**src/rtl/player_drawer.sv**
```systemverilog
// rtl/player_drawer.sv - erase-then-draw square sprite pixel generator
//
// Purpose: when start is seen in IDLE, this block first erases the previous
// sprite (if one was drawn) by streaming its SIZE*SIZE pixels in BG_COLOR.
// It then streams the new SIZE*SIZE pixels in the requested colour.
// Pixels are row-major with the column varying fastest. The requested
// position is clamped so the sprite always lies fully on screen.
//
// Ports:
//   clk              - sole clock, rising edge
//   resetn           - asynchronous active-low reset
//   start            - one-cycle move request (accepted only in IDLE)
//   new_x, new_y     - requested sprite top-left corner
//   color            - sprite colour
//   stall            - downstream not accepting; holds the current pixel
//   player_x_out     - current pixel x
//   player_y_out     - current pixel y
//   player_color_out - current pixel colour
//   player_busy      - high while a valid pixel is presented
//   done             - one-cycle pulse after the last pixel of a move
module player_drawer #(
    parameter int          SIZE     = 4,
    parameter logic [2:0]  BG_COLOR = 3'b000,
    parameter int          X_MAX    = 160,
    parameter int          Y_MAX    = 120
) (
    input  logic       clk,
    input  logic       resetn,
    input  logic       start,
    input  logic [7:0] new_x,
    input  logic [6:0] new_y,
    input  logic [2:0] color,
    input  logic       stall,
    output logic [7:0] player_x_out,
    output logic [6:0] player_y_out,
    output logic [2:0] player_color_out,
    output logic       player_busy,
    output logic       done
);

    typedef enum logic [1:0] {IDLE, ERASE, DRAW, DONE} state_t;

    localparam logic [7:0] X_LIM = 8'(X_MAX - SIZE);
    localparam logic [6:0] Y_LIM = 7'(Y_MAX - SIZE);
    localparam logic [3:0] LAST  = 4'(SIZE - 1);

    state_t     state;
    logic [7:0] lat_x, old_x;
    logic [6:0] lat_y, old_y;
    logic [2:0] lat_color;
    logic       old_valid;
    logic [3:0] row, col;

    logic [7:0] clamp_x, base_x;
    logic [6:0] clamp_y, base_y;
    logic [3:0] nxt_row, nxt_col;
    logic       last_col, last_px;

    always_comb begin
        clamp_x  = (new_x > X_LIM) ? X_LIM : new_x;
        clamp_y  = (new_y > Y_LIM) ? Y_LIM : new_y;
        last_col = (col == LAST);
        last_px  = last_col && (row == LAST);
        nxt_col  = last_col ? 4'd0 : col + 4'd1;
        nxt_row  = last_col ? row + 4'd1 : row;
        // Pixel origin for the phase in progress.
        base_x   = (state == ERASE) ? old_x : lat_x;
        base_y   = (state == ERASE) ? old_y : lat_y;
    end

    always_ff @(posedge clk or negedge resetn) begin
        if (!resetn) begin
            state            <= IDLE;
            lat_x            <= '0;
            lat_y            <= '0;
            lat_color        <= '0;
            old_x            <= '0;
            old_y            <= '0;
            old_valid        <= 1'b0;
            row              <= '0;
            col              <= '0;
            player_x_out     <= '0;
            player_y_out     <= '0;
            player_color_out <= '0;
            player_busy      <= 1'b0;
            done             <= 1'b0;
        end else begin
            done <= 1'b0;
            case (state)
                IDLE: begin
                    if (start) begin
                        lat_x       <= clamp_x;
                        lat_y       <= clamp_y;
                        lat_color   <= color;
                        row         <= '0;
                        col         <= '0;
                        player_busy <= 1'b1;
                        // The first pixel goes out right away, so the pixel
                        // stream starts on the cycle after acceptance.
                        if (old_valid) begin
                            state            <= ERASE;
                            player_x_out     <= old_x;
                            player_y_out     <= old_y;
                            player_color_out <= BG_COLOR;
                        end else begin
                            state            <= DRAW;
                            player_x_out     <= clamp_x;
                            player_y_out     <= clamp_y;
                            player_color_out <= color;
                        end
                    end
                end
                ERASE, DRAW: begin
                    if (!stall) begin
                        if (last_px) begin
                            row <= '0;
                            col <= '0;
                            if (state == ERASE) begin
                                // No gap: the first draw pixel follows directly.
                                state            <= DRAW;
                                player_x_out     <= lat_x;
                                player_y_out     <= lat_y;
                                player_color_out <= lat_color;
                            end else begin
                                state       <= DONE;
                                player_busy <= 1'b0;
                                done        <= 1'b1;
                                old_x       <= lat_x;
                                old_y       <= lat_y;
                                old_valid   <= 1'b1;
                            end
                        end else begin
                            row          <= nxt_row;
                            col          <= nxt_col;
                            player_x_out <= base_x + {4'b0, nxt_col};
                            player_y_out <= base_y + {3'b0, nxt_row};
                        end
                    end
                end
                DONE: begin
                    state <= IDLE;
                end
                default: begin
                    state <= IDLE;
                end
            endcase
        end
    end

endmodule

```
**config.mk**
```make
export PLATFORM = sky130hd
export DESIGN_NAME = player_drawer
export DESIGN_NICKNAME = d
export VERILOG_FILES = /design/src/rtl/player_drawer.sv
export SDC_FILE = /design/constraint.sdc
export NUM_CORES = 1
export LEC_CHECK = 0
export CAP_MARGIN = 20
export CORE_AREA = 2 2 94 96
export DETAILED_ROUTE_END_ITERATION = 8
export DIE_AREA = 0 0 96 98
export GPL_TIMING_DRIVEN = 0
export HOLD_SLACK_MARGIN = 0.08
export PLACE_DENSITY = 0.73
export SYNTH_ARGS = -nofsm -noshare
export SYNTH_HDL_FRONTEND = slang
export SYNTH_SLANG_ARGS = --single-unit
```
**constraint.sdc**
```tcl
create_clock -name clk -period 7.8 [get_ports clk]
set_clock_uncertainty 0.05 [all_clocks]
set_input_delay 1.56 -clock clk [delete_from_list [all_inputs] [get_ports clk]]
set_output_delay 1.56 -clock clk [all_outputs]
set_load 0.005 [all_outputs]
```
# == Word level (Yosys, flattened, before mapping) ==
# Index checks and enable logic that the tools add are counted.
# word_totals
regBits,64
out_inout_bits,20
# classes
n_eq_ne,11
magnitude_cmp,2
n_reduce_logical,12
n_bitwise,2
addsub,4
muxes,46
# op_table
operator,n
2-to-1 mux 8 bit,7
2-to-1 mux 7 bit,7
2-to-1 mux 4 bit,7
one-hot mux 4 bit (2 select lines),2
one-hot mux 8 bit (2 select lines),1
2-to-1 mux 3 bit,5
one-hot mux 7 bit (2 select lines),1
"!= test 2 bit, second input constant",5
AND reduction 5 bit,2
2-to-1 mux 1 bit,9
AND reduction 3 bit,3
"adder 4 x 1 -> 4 bit, second input constant",2
adder 8 x 4 -> 8 bit,1
"== test 4 x 2 -> 1 bit, second input constant",2
"greater-than comparator 8 bit, second input constant",1
2-to-1 mux 2 bit,4
AND reduction 4 bit,2
adder 7 x 4 -> 7 bit,1
"greater-than comparator 7 bit, second input constant",1
one-hot mux 2 bit (3 select lines),1
one-hot mux 3 bit (2 select lines),1
"== test 2 bit, second input constant",2
"!= test 3 bit, second input constant",1
"== test 2 x 1 -> 1 bit, second input constant",1
7 further kinds,8

# == Logic depth before layout (Yosys ltp) ==
# Gate-level depths: netlist (run 1).
# depth
ltp_word,6
mapped_depth,14
ltp_nobuf,11

# == Worst setup path after synthesis (run 1) ==
# Ideal clock, no wire load.
# synth_path
path_kind,register -> register
startpoint,register state[1]
endpoint,register player_y_out[6]
slack_ps,4695
setup_ps,126
path_stages_with_launch,15
arrival_ps,2929
cell_sequence,dfrtp_1 -> inv_1 -> ha_1 -> buf_2 -> buf_2 -> buf_2 -> mux2_2 -> ha_1 -> inv_1 -> fa_1 -> nor2b_1 -> o21ai_0 -> a211oi_1 -> mux2i_1 -> o32a_1
# synth_between
elab_chain_cells,6
elab_cells_between_ends,14
# synth_lines
element,line,rtl
start: declaration,47,state_t state;
start signal: assignment,73,state <= IDLE;
start signal: assignment,101,state <= ERASE;
start signal: assignment,106,state <= DRAW;
== test 2 x 1 -> 1 bit,68,base_y = (state == ERASE) ? old_y : lat_y;
2-to-1 mux 7 bit,-,
net base_y[0],55,"logic [6:0] clamp_y, base_y;"
adder 7 x 4 -> 7 bit,136,"player_y_out <= base_y + {3'b0, nxt_row};"
2-to-1 mux 7 bit,115,if (last_px) begin
2-to-1 mux 7 bit,114,if (!stall) begin
one-hot mux 7 bit (2 select lines),89,case (state)
end signal: assignment,103,player_y_out <= old_y;
end signal: assignment,122,player_y_out <= lat_y;
end signal: assignment,136,
end: declaration,35,"output logic [6:0] player_y_out,"
# The timed path passes the listed nets, and every way through them passes these cells. The select of a mux whose other input is x is not followed.
# A chain may end at the register's enable or synchronous reset.

# == Worst setup path in the final report (run 1) ==
# Same ends and word-level chain as after synthesis.

==> results.sh, run 1 <==
export IMPL_cts_root_buf="clkbuf_8"
export IMPL_path_cells="inv_1 > ha_1 > buf_2 > buf_2 > buf_2 > mux2_2 > ha_1 > inv_1 > fa_1 > nor2b_1 > o21ai_0 > a211oi_1 > mux2i_1 > o32a_1"
export IMPL_slowest_stage="dfrtp_1"
export IMPL_setup_violations=0
export IMPL_synth_top_cell_area_share_pct=42.7
export IMPL_core_area_sq_um=8470
export IMPL_die_area_sq_um=9410
export IMPL_netlist_instances=392
export IMPL_drive_gt1_share_pct=9.66
export IMPL_maxCapViolCount=0
export IMPL_outcome="complete, no violations"
export IMPL_drtPass1Iterations=5
export IMPL_antenna_found_initial=0
export IMPL_ys_seq_area_share_pct=42.7
export IMPL_clk_insertion_delay_late_ps=350
export IMPL_async_reset_ff_share_pct=100
export IMPL_nets=481
export IMPL_fin_total_pwr_mw=1.83
export IMPL_worst_slew_pin_slew_ps=1090
export IMPL_finalMaxSlewViolations=0
export IMPL_pin_count=42
export IMPL_initial_core_util_pct=44.4
export IMPL_dieHeight_um=98
export IMPL_drt_iter0_markers=306
export IMPL_rsz0062_at_grt="false"
export IMPL_hp_class="register to register"
export IMPL_vias=3333
export IMPL_power_density_nw_per_um2=411
export IMPL_critPathCaptureType="register"
export IMPL_htreeDepth=3
export IMPL_cp_required_ps=7990
export IMPL_ant_nets=0
export IMPL_post_cts_buffers=0
export IMPL_clk_pin_slew_worst_paths_ps=70
export IMPL_drc_errors=0
export IMPL_antenna_cells=0
export IMPL_grt_ovfl_total=0
export IMPL_cts_buffer_depth=2
export IMPL_via_per_inst=6.03
export IMPL_wl_per_cell_um=18.8
export IMPL_postLayoutSetupSlackWorst_ps=4050
export IMPL_synth_warnings=0
export IMPL_io_buffers=41
export IMPL_synthTopCellsByArea="dfrtp_1 43%, nand2_1 4.8%, o21ai_0 4.7%, ha_1 4.3%, mux2_2 4.2%"
export IMPL_synth_area_sq_um=3750
export IMPL_peakVddDrop_uv=262
export IMPL_cp_max_fo=10
export IMPL_synth_seq_cells=64
export IMPL_fillers=798
export IMPL_cp_data_arrival_time_ps=3930
export IMPL_finalHoldViolations=0
export IMPL_finalCritPeriodShare_pct=48.0
export IMPL_hold_buffers=0
export IMPL_fmax_mhz=267
export IMPL_synth_area_leader_cell="dfrtp_1"
export IMPL_place_ws_ps=3930
export IMPL_synth_edf_count=0
export IMPL_critPathKind="register to register"
export IMPL_wl_um=10400
export IMPL_routabilityCongestion=0.917
export IMPL_cts_tree="yes"
export IMPL_multi_input_comb_area_sq_um=2020
export IMPL_ctsResizeCount=0
export IMPL_yosys_cell_types_count=58
export IMPL_std_cell_rows=34
export IMPL_avgSynthCellArea_sq_um=9.58
export IMPL_numCtsBuffers=9
export IMPL_grt_max_degree=65
export IMPL_grt_usage_pct=23.8
export IMPL_setup_tns_ps=0
export IMPL_critPathLaunchType="register"
export IMPL_synth_nets=429
export IMPL_grt_pass1_wl_um=17100
export IMPL_period_needed_ps=3750
export IMPL_register_area_sq_um=1600
export IMPL_synthToLayoutAreaGrowth_pct=18.4
export IMPL_grt_pass1_vias=3380
export IMPL_path_common_cell="buf_2"
export IMPL_slew_headroom_pct=27.6
export IMPL_synth_ff_type="dfrtp_1"
export IMPL_fp_dieW_um=96
export IMPL_crit_path_max_incr_delay_ps=400
export IMPL_post_dp_hpwl_um=7290
export IMPL_cts_sinks=64
export IMPL_p_leak_nw=1.93
## cells in the mapped netlist, types with 5 or more instances
library cell	n
o21ai_0	35
a31oi_1	5
clkbuf_1	13
nand2_1	48
nor2_1	28
nand2b_1	7
o21a_1	6
mux2_1	9
inv_1	14
xnor2_1	6
dfrtp_1	64
mux2_2	14
ha_1	13
mux2i_1	15
o22ai_1	5
a21oi_1	18
o31ai_1	7
nor2b_1	8
buf_2	5
## placed cells by master, fill, tap and decap left out, types with 3 or more instances in the layout
cell | synthesis | final
a211oi_1 | 4 | 4
a21o_1 | 4 | 4
a21oi_1 | 18 | 18
a221oi_1 | 3 | 3
a22o_1 | 4 | 4
a22oi_1 | 3 | 3
a31oi_1 | 5 | 5
buf_2 | 5 | 5
clkbuf_1 | 13 | 13
clkbuf_8 | 0 | 10
clkdlybuf4s50_1 | 0 | 40
dfrtp_1 | 64 | 64
ha_1 | 13 | 13
inv_1 | 14 | 14
mux2_1 | 9 | 9
mux2_2 | 14 | 14
mux2i_1 | 15 | 15
nand2_1 | 48 | 48
nand2b_1 | 7 | 7
nand3_1 | 4 | 4
nand3b_1 | 3 | 3
nor2_1 | 28 | 28
nor2b_1 | 8 | 8
nor3_1 | 3 | 3
o21a_1 | 6 | 6
o21ai_0 | 35 | 35
o21ai_1 | 4 | 4
o22ai_1 | 5 | 5
o311ai_0 | 3 | 3
o31ai_1 | 7 | 7
or3_1 | 3 | 3
xnor2_1 | 6 | 6
## cells by family after synthesis
kind of cell / share of synthesized area [%]
AO/OA/AOI/OAI: 20.4
adder cells (fa/ha/maj): 5.40
buffers and inverters: 3.57
multiplexers: 10.9
XOR/XNOR: 1.63
AND/OR/NAND/NOR: 15.5
flip-flops: 42.7
## final timing paths
check                                            start                          end  slack (ps)  cells past startpoint
setup / recovery                  state[1]$_DFFE_PN0P_  player_y_out[6]$_DFFE_PN0P_        4050                     14
hold / removal             player_y_out[0]$_DFFE_PN0P_  player_y_out[0]$_DFFE_PN0P_         450                      1
setup reg to reg                  state[1]$_DFFE_PN0P_  player_y_out[6]$_DFFE_PN0P_        4050                     14
hold reg to reg            player_y_out[0]$_DFFE_PN0P_  player_y_out[0]$_DFFE_PN0P_         450                      1
max in group asynchronous                       resetn         old_x[2]$_DFFE_PN0P_        5900                      1
min in group asynchronous                       resetn  player_x_out[3]$_DFFE_PN0P_        1220                      1
## metal layers
layer / global-route usage [%] / share of wire, %
met1: 33.7 / 43
met3: 4.63 / 6.9
met2: 36.0 / 48
met5: 0 / 0
met4: 9.12 / 1.7
## worst max-delay path, delay by kind of cell (launching register included)
family | cells | cell delay [ps]
compound gates | 3 | 860
fa+ha+maj | 3 | 700
buf+inv | 5 | 1080
flops | 1 | 400
mux | 2 | 380
simple gates | 1 | 160
## report_power, final
group          total (mW)  leakage, nW  internal [mW]  switching, mW
Sequential          0.533        0.796          0.451         0.0818
Combinational        1.05         1.05          0.426          0.625
Clock               0.241       0.0797          0.116          0.126
## final cells by class
cell class / instances / share of cell area (%)
multi-input cells: 295 / 45.4
flip-flops and latches: 64 / 36.0
repair buffers: 41 / 9.18
clock buffers: 10 / 3.10
well taps: 108 / 3.04
plain buffers: 19 / 1.83
inverters: 14 / 1.18
clock inverters: 2 / 0.225
## flip-flops by register name, summed over array words and instances, names as in the netlist
name / cells
col: 4
done: 1
lat_color: 3
lat_x: 8
lat_y: 7
old_valid: 1
old_x: 8
old_y: 7
player_busy: 1
player_color_out: 3
player_x_out: 8
player_y_out: 7
row: 4
state: 2
## through the flow
step / instance area, sq um / instances / util [%] / hold slack [ps]
floorplan: 3750 / 392 / - / 411
detailed placement: 4300 / 541 / 50.8 / 428
global route: 4450 / 553 / 52.5 / 471
finish: 4450 / 553 / 52.5 / 446
CTS: 4450 / 553 / 52.5 / 444
global placement: 4300 / 541 / 50.8 / 415
Power figures use the tool's default switching activity.
==> run 2: changes to the inputs <==
--- a/config.mk
+++ b/config.mk
@@ -11,7 +11,7 @@
 export DIE_AREA = 0 0 96 98
 export GPL_TIMING_DRIVEN = 0
 export HOLD_SLACK_MARGIN = 0.08
-export PLACE_DENSITY = 0.73
+export PLACE_DENSITY = 0.75
 export SYNTH_ARGS = -nofsm -noshare
 export SYNTH_HDL_FRONTEND = slang
 export SYNTH_SLANG_ARGS = --single-unit
==> constraint.sdc (replaced) <==
create_clock -name clk -period 3.4 [get_ports clk]
set_clock_uncertainty 0.05 [all_clocks]
set_input_delay 0.68 -clock clk [delete_from_list [all_inputs] [get_ports clk]]
set_output_delay 0.68 -clock clk [all_outputs]
set_load 0.005 [all_outputs]
==> run 2 against run 1 <==
Against the previous run: sequential power increased by 130%; flip-flop and latch count unchanged; critical path depth decreased by 1; routed wire length decreased by 1.5%; setup slack got worse by 3800 ps; fmax increased by 19%; clock-buffer cell count unchanged; critical path type unchanged.
==> results.sh, run 2 (synthesis gave the netlist of run 1 again) <==
export IMPL_outcome="complete, no violations"
export IMPL_grt_pass1_vias=3267
export IMPL_cp_top_family="compound AO/OA/AOI/OAI gates"
export IMPL_drc_errors=0
export IMPL_wl_um=10300
export IMPL_r2r_end="player_y_out[6]$_DFFE_PN0P_"
export IMPL_critPathKind="register to register"
export IMPL_fmax_mhz=319
export IMPL_final_common_cell="dfrtp_1"
export IMPL_fp_dieW_um=96
export IMPL_holdWs_ps=359
export IMPL_cts_sinks=64
export IMPL_wl_per_cell_um=18.5
export IMPL_power_density_nw_per_um2=966
export IMPL_finalMaxSlewViolations=0
export IMPL_via_per_inst=5.99
export IMPL_numCtsBuffers=9
export IMPL_hp_class="input pin to async pin"
export IMPL_utilization_pct=53.6
export IMPL_finalHoldViolations=0
export IMPL_routabilityCongestion=0.875
export IMPL_std_cell_rows=34
export IMPL_cp_required_ps=3590
export IMPL_worst_slew_pin_slew_ps=1020
export IMPL_setup_violations=0
export IMPL_htreeDepth=3
export IMPL_critPathCaptureType="register"
export IMPL_core_area_sq_um=8470
export IMPL_grt_max_degree=65
export IMPL_critPathLaunchType="register"
export IMPL_nets=480
export IMPL_crit_path_max_incr_delay_ps=400
export IMPL_peakVddDrop_uv=712
export IMPL_post_cts_buffers=0
export IMPL_synthToLayoutAreaGrowth_pct=20.8
export IMPL_reg2reg_depth=13
export IMPL_cts_buffer_depth=2
export IMPL_cp_startpoint="state[1]$_DFFE_PN0P_"
export IMPL_post_dp_hpwl_um=7210
export IMPL_ant_nets=0
export IMPL_final_cell_mix="64 x dfrtp_1, 48 x nand2_1, 40 x clkdlybuf4s50_1, 35 x o21ai_0, 28 x nor2_1"
export IMPL_antenna_found_initial=0
export IMPL_reg2reg_from="state[1]$_DFFE_PN0P_"
export IMPL_path_cells="inv_1 > ha_1 > buf_2 > buf_6 > mux2_2 > ha_1 > inv_1 > fa_1 > nor2b_1 > o21ai_0 > a211oi_2 > mux2i_1 > o32a_1"
export IMPL_grt_usage_pct=23.6
export IMPL_maxCapViolCount=0
export IMPL_hold_buffers=0
export IMPL_antenna_cells=0
export IMPL_grt_pass1_wl_um=16900
export IMPL_vias=3328
export IMPL_initial_core_util_pct=44.4
export IMPL_cp_max_fo=19
export IMPL_grt_ovfl_total=0
export IMPL_dieHeight_um=98
export IMPL_slew_headroom_pct=32.0
export IMPL_setup_tns_ps=0
export IMPL_slowest_stage="dfrtp_1"
export IMPL_pin_count=42
export IMPL_cts_tree="yes"
export IMPL_clk_insertion_delay_late_ps=360
export IMPL_drtPass1Iterations=5
export IMPL_io_buffers=41
export IMPL_cts_root_buf="clkbuf_8"
export IMPL_clk_pin_slew_worst_paths_ps=70
export IMPL_drt_iter0_markers=372
export IMPL_die_area_sq_um=9410
export IMPL_period_needed_ps=3140
export IMPL_r2r_slack_ps=260
export IMPL_reg_top3="lat_x: 8 flops, old_x: 8 flops, player_x_out: 8 flops"
export IMPL_crit_buf_inv=4
export IMPL_p_leak_nw=1.97
export IMPL_cp_data_arrival_time_ps=3330
export IMPL_finalCritPeriodShare_pct=92.3
export IMPL_rsz0062_at_grt="false"
export IMPL_drive_gt1_share_pct=10.9
## run 2: layer usage
metal	routed length [um]	vias to the layer above	global-route usage [%]
met5	0	-	0
met4	257	0	8.90
met3	636	24	4.40
met2	4860	130	36.4
met1	4520	1645	32.9
li1	-	1529	-
## run 2: final cells by class
class / count / area [sq um]
timing repair buffer: 41 / 408
multi-input combinational: 295 / 2030
fill: 784 / 3930
clock inverter: 6 / 82.6
sequential: 64 / 1600
buffer: 18 / 82.6
tap: 108 / 135
clock buffer: 10 / 138
inverter: 14 / 52.6
## run 2: through the flow
stage / cells / worst slack, ps / cell area, sq um / power (mW)
6_report: 556 / 261 / 4530 / 4.38
5_1_grt: 556 / 30.1 / 4530 / 4.69
4_1_cts: 557 / 26.9 / 4520 / 4.34
3_5_place_dp: 541 / -150 / 4300 / 3.58
3_3_place_gp: 541 / -551 / 4300 / 3.51
2_1_floorplan: 392 / 295 / 3750 / 2.74
## run 2: worst max path at each step
stage                     cells past startpoint                         endpoint
after floorplan                              14      player_y_out[6]$_DFFE_PN0P_
after global placement                        1  player_color_out[1]$_DFFE_PN0P_
after detailed placement                     14      player_y_out[6]$_DFFE_PN0P_
after CTS                                    14      player_y_out[6]$_DFFE_PN0P_
after global routing                         13      player_y_out[6]$_DFFE_PN0P_
final                                        13      player_y_out[6]$_DFFE_PN0P_
## run 2: repair_timing
| action | 4_1_cts | 5_1_grt |
|---|---|---|
| resized for setup | 2 | 4 |
| pin swaps | 0 | 0 |
| gates cloned | 0 | 0 |
| endpoints found under the setup margin | 2 | 5 |
## run 2: where the power goes
part | switching, mW | internal, mW
combinational | 1.43 | 0.988
clock | 0.309 | 0.428
sequential | 0.187 | 1.03
